File: src/rtl/fir_sweep_ctrl.sv
// Sequencer for ReConf_FirFilter: coefficient-RAM write sessions from a
// valid/ready beat stream, and a per-strobe RAM read sweep with MAC enables.
`timescale 1ns/1ps
module fir_sweep_ctrl #(
    parameter int NUM_TAP  = 10,
    parameter int NUM_BANK = 2
) (
    input  logic        iClk12M,
    input  logic        iRsn,
    input  logic        iEnSample600k,
    input  logic [1:0]  iBankSel,
    input  logic        iCoeffWrValid,
    output logic        oCoeffWrReady,
    input  logic [5:0]  iCoeffWrAddr,
    input  logic [15:0] iCoeffWrData,
    output logic        oCoeffUpdateFlag,
    output logic        oCsnRam,
    output logic        oWrnRam,
    output logic [5:0]  oAddrRam,
    output logic [15:0] oWtDtRam,
    output logic        oEnMul,
    output logic        oEnAddAcc,
    output logic        oSweepDone,
    output logic        oSampleMiss,
    output logic        oWrErr
);

    typedef enum logic [2:0] {IDLE, RD, UPD_PRE, UPD_WR, UPD_POST} state_t;

    localparam logic [4:0] TAP_N    = 5'(NUM_TAP);
    localparam logic [2:0] BANK_N   = 3'(NUM_BANK);
    localparam logic [1:0] BANK_MAX = 2'(NUM_BANK - 1);
    localparam logic [4:0] DONE_CNT = 5'(NUM_TAP + 2);

    state_t      state;
    logic [4:0]  cnt;
    logic [1:0]  bank;
    logic [2:0]  vldPipe;
    logic        readNow;
    logic        wrAccept;
    logic        wrInRange;
    logic [1:0]  bankClamp;

    assign readNow   = (state == RD) && (cnt < TAP_N);
    assign wrAccept  = (state == UPD_WR) && iCoeffWrValid && oCoeffWrReady;
    assign wrInRange = ({1'b0, iCoeffWrAddr[3:0]} < TAP_N) &&
                       ({1'b0, iCoeffWrAddr[5:4]} < BANK_N);
    assign bankClamp = ({1'b0, iBankSel} >= BANK_N) ? BANK_MAX : iBankSel;

    // Read issue -> multiply -> accumulate, one cycle apart
    assign oEnMul    = vldPipe[1];
    assign oEnAddAcc = vldPipe[2];

    always_ff @(posedge iClk12M or negedge iRsn) begin
        if (!iRsn) begin
            state            <= IDLE;
            cnt              <= '0;
            bank             <= '0;
            vldPipe          <= '0;
            oCoeffWrReady    <= 1'b0;
            oCoeffUpdateFlag <= 1'b0;
            oCsnRam          <= 1'b1;
            oWrnRam          <= 1'b1;
            oAddrRam         <= '0;
            oWtDtRam         <= '0;
            oSweepDone       <= 1'b0;
            oSampleMiss      <= 1'b0;
            oWrErr           <= 1'b0;
        end else begin
            oCsnRam     <= 1'b1;
            oWrnRam     <= 1'b1;
            oAddrRam    <= '0;
            oWtDtRam    <= '0;
            oSweepDone  <= 1'b0;
            oSampleMiss <= 1'b0;
            oWrErr      <= 1'b0;
            vldPipe     <= {vldPipe[1:0], readNow};

            if (iEnSample600k && state != IDLE)
                oSampleMiss <= 1'b1;

            if (readNow) begin
                oCsnRam  <= 1'b0;
                oAddrRam <= {bank, cnt[3:0]};
            end

            case (state)
                IDLE: begin
                    // Strobe wins a tie; a pending write waits with ready low
                    if (iEnSample600k) begin
                        state <= RD;
                        cnt   <= '0;
                        bank  <= bankClamp;
                    end else if (iCoeffWrValid) begin
                        state            <= UPD_PRE;
                        oCoeffUpdateFlag <= 1'b1;
                    end
                end
                RD: begin
                    if (cnt == DONE_CNT) begin
                        oSweepDone <= 1'b1;
                        state      <= IDLE;
                    end else begin
                        cnt <= cnt + 5'd1;
                    end
                end
                UPD_PRE: begin
                    oCoeffWrReady <= 1'b1;
                    state         <= UPD_WR;
                end
                UPD_WR: begin
                    if (!iCoeffWrValid) begin
                        oCoeffWrReady <= 1'b0;
                        cnt           <= '0;
                        state         <= UPD_POST;
                    end else if (wrAccept) begin
                        if (wrInRange) begin
                            oCsnRam  <= 1'b0;
                            oWrnRam  <= 1'b0;
                            oAddrRam <= iCoeffWrAddr;
                            oWtDtRam <= iCoeffWrData;
                        end else begin
                            oWrErr <= 1'b1;
                        end
                    end
                end
                UPD_POST: begin
                    if (cnt == 5'd1) begin
                        oCoeffUpdateFlag <= 1'b0;
                        state            <= IDLE;
                    end else begin
                        cnt <= cnt + 5'd1;
                    end
                end
                default: state <= IDLE;
            endcase
        end
    end

endmodule

File: config.mk
export PLATFORM = sky130hd
export DESIGN_NAME = fir_sweep_ctrl
export DESIGN_NICKNAME = d
export VERILOG_FILES = /design/src/rtl/fir_sweep_ctrl.sv
export SDC_FILE = /design/constraint.sdc
export NUM_CORES = 1
export LEC_CHECK = 0
export ABC_CLOCK_PERIOD_IN_PS = 1870
export CORE_UTILIZATION = 45
export CTS_CLUSTER_SIZE = 16
export DETAILED_ROUTE_END_ITERATION = 8
export PLACE_DENSITY = 0.85
export SETUP_SLACK_MARGIN = 0.2
export SLEW_MARGIN = 15
export SYNTH_ARGS = -nofsm -noshare
export SYNTH_HDL_FRONTEND = slang
export SYNTH_SLANG_ARGS = --single-unit
File: constraint.sdc
create_clock -name iClk12M -period 1.87 [get_ports iClk12M]
set_input_delay 0.374 -clock iClk12M [delete_from_list [all_inputs] [get_ports iClk12M]]
set_output_delay 0.374 -clock iClk12M [all_outputs]
set_load 0.01 [all_outputs]
==> reports/results.txt, run 1 <==
Status: complete, no violations
IO Pins: 59
Worst reg-to-reg path cell count: 5
CP max stage cell: dfrtp_2
Crit path required time: 2050 ps
CTS clock-pin slew for the worst setup and hold paths: 70 ps
Most frequent cell after synthesis: dfrtp_1
Number of diodes: 0
Pleak: 1.145 nW
Post-Route WL: 3663 um
Largest net degree at the start of global routing: 43
Post-synth EDFFs: 0
Max-slew headroom: 0.6577
Yosys top cell area share: 0.5760
Pre-CTS setup slack: -23.53 ps
Crit path time final: 1710 ps
Total number of vias: 1348
Post-DP HPWL: 2630 um
Mean Syn Cell Area: 12.69 um2
Row count: 22
Fin area: 2529 um2
Hold Path Class: in -> async
CTS tree: built
Peak VDD IR: 750.6 uV
Hold Buf Count CTS: 0
Setup_tns: 0 ps
Fin crit share: 0.9147
Synth async-reset ratio: 1.000
Critical Path End Type: flop
Final ANT Viol Nets: 0
Synth Cell Area: 1738 um2
CTS buffer count: 5
CP Launch Type: flop
Crit Path Category: reg -> reg
Number of global-route vias before repair: 1293
Die width: 64.15 um
Pwr dens: 1151 nW/um2
Synth warnings: 0
Least-Margin Pin Slew: 513.4 ps
First DRT Iteration DRCs: 68
Number of max-cap violations: 0
Final Skew: 4.805 ps
Post-Synthesis Cells: 137
Post-DP Area: 2376 um2
Die Span Y: 64.15 um
H-tree lvl count: 2
First-pass GRT wire length: 6230 um
# DRC: 0
Worst setup margin: 159.5 ps
Most frequent cells after synthesis: 40 x dfrtp_1, 18 x and2_1, 10 x nor2_1
Initial antenna violation count: 0
DIE AREA: 4115 um2
Core Region: 3689 um2
Vias/cell: 5.205
Share of the yosys chip area belonging to registers: 0.6062
CP Max Fanout: 6
Global route total overflow: 0
Syn nets: 168
Pwr Total: 2.911 mW
Main flop type after synthesis: dfrtp_1
Starting Density: 0.4712
# clock sinks: 42
Top cells by area, synth: dfrtp_1 58%, and2_1 6.5%, dfstp_2 3.0%
Final Hold Viols: 0
Cell taking the most area after synthesis: dfrtp_1
Distinct cells, synth: 38
CP max stage delay: 450 ps
Gpl congestion: 0.9049
# setup viols final: 0
Buffers on Ports: 58
Clk Latency, worst-skew pair: 290 ps
Fin nets: 241
Share of cells above drive strength 1: 0.1896
Max clock buf depth: 2
GRT Total Usage: 0.2014
WL/cell: 14.14 um
CTS root buf: clkbuf_8
Critical path cell sequence: ha_1 -> or4b_4 -> nand3_4 -> a221o_2 -> a32o_2
Pre-antenna DRT Iters: 4
Max Freq: 0.5846 GHz
Fin. max-slew vios: 0
Worst Path Arrival: 1890 ps
RSZ-0062 raised after global routing: yes
Area Growth Syn to Fin: 45.50%
Synthesized flop and latch total: 42
==> cells in the final DEF (no fill, tap or decap), types with 4 or more instances in the layout <==
cell type | Yosys | final
a22o_1 | 5 | 5
and2_1 | 18 | 18
buf_4 | 2 | 13
clkbuf_8 | 0 | 5
clkdlybuf4s50_1 | 0 | 55
dfrtp_1 | 40 | 36
dfrtp_2 | 0 | 4
inv_1 | 5 | 4
nand2_1 | 4 | 4
nor2_1 | 10 | 10
o21ai_0 | 4 | 4
==> where the power goes <==
group | internal, mW | switching (mW)
registers | 1.10 | 0.154
logic | 0.598 | 0.520
clock network | 0.258 | 0.284
total | 1.95 | 0.958
==> worst max-delay path, delay by kind of cell, from the launching register on <==
kind	cells	cell delay, ps
AO/OA/AOI/OAI	2	610
flip-flops	1	450
AND/OR/NAND/NOR	2	340
adder cells (fa/ha/maj)	1	190
==> worst paths after layout <==
kind	startpoint	to	slack (ps)
max	cnt[0]	cnt[4]	160
min	iRsn	oWtDtRam[6]	140
max reg2reg	cnt[0]	cnt[4]	160
min reg2reg	vldPipe[0]	vldPipe[1]	350
max in group asynchronous	iRsn	state[1]	1350
min in group iClk12M	vldPipe[0]	vldPipe[1]	350
==> routing by layer <==
layer  part of all wire  track usage  up-vias  routed length [um]
met2               0.46       0.3497       77                1693
met5                  0            0        -                   0
met1               0.42       0.2406      630                1526
met3              0.081      0.04464       21                 295
met4              0.040      0.08333        0                 148
li1                   -            -      620                   -
==> per-stage QoR <==
stage | util | instances | hold slack, ps
floorplan | - | 137 | 78.41
global placement | 0.6442 | 244 | 333.8
detailed placement | 0.6442 | 244 | 337.9
CTS | 0.6730 | 255 | 145.4
global route | 0.6856 | 259 | 184.9
finish | 0.6856 | 259 | 140.1
==> cell families (layout without fill, tap and decap cells) <==
group	Yosys count	in the layout	synth area share
AOI/OAI and AO/OA	29	29	0.1353
xor gates and xnor gates	1	1	0.005041
adders and majority gates	3	3	0.02160
buffers and inverters	10	84	0.03527
DFF	42	42	0.6062
muxes	2	2	0.01152
and+or+nand+nor	50	50	0.1850
==> area by class of cell <==
| type | count | area (um2) |
|---|---|---|
| clock buffer | 6 | 72.57 |
| multi-input combinational | 85 | 638.1 |
| inverter | 5 | 18.77 |
| clock inverter | 2 | 10.01 |
| timing repair buffer | 71 | 670.6 |
| fill | 271 | 1160 |
| sequential | 42 | 1059 |
| tap | 48 | 60.06 |
==> flip-flops by register name, indices dropped and copies added (netlist names), 2 cells and up <==
name      cells
oWtDtRam     16
oAddrRam      6
cnt           5
state         3
vldPipe       3
bank          2
==> what timing repair did <==
item / in CTS / in global routing
setup buffers: 3 / 4
setup endpoints to repair: 6 / 11
resized for setup: 6 / 5
pin swaps: 0 / 1
(Power assumes the default switching activity.)
==> run 2: changes to the inputs <==
- SLEW_MARGIN: 15 -> unset
==> results of run 2 <==
No change in the layout: final DEF, timing and power equal those of run 1.
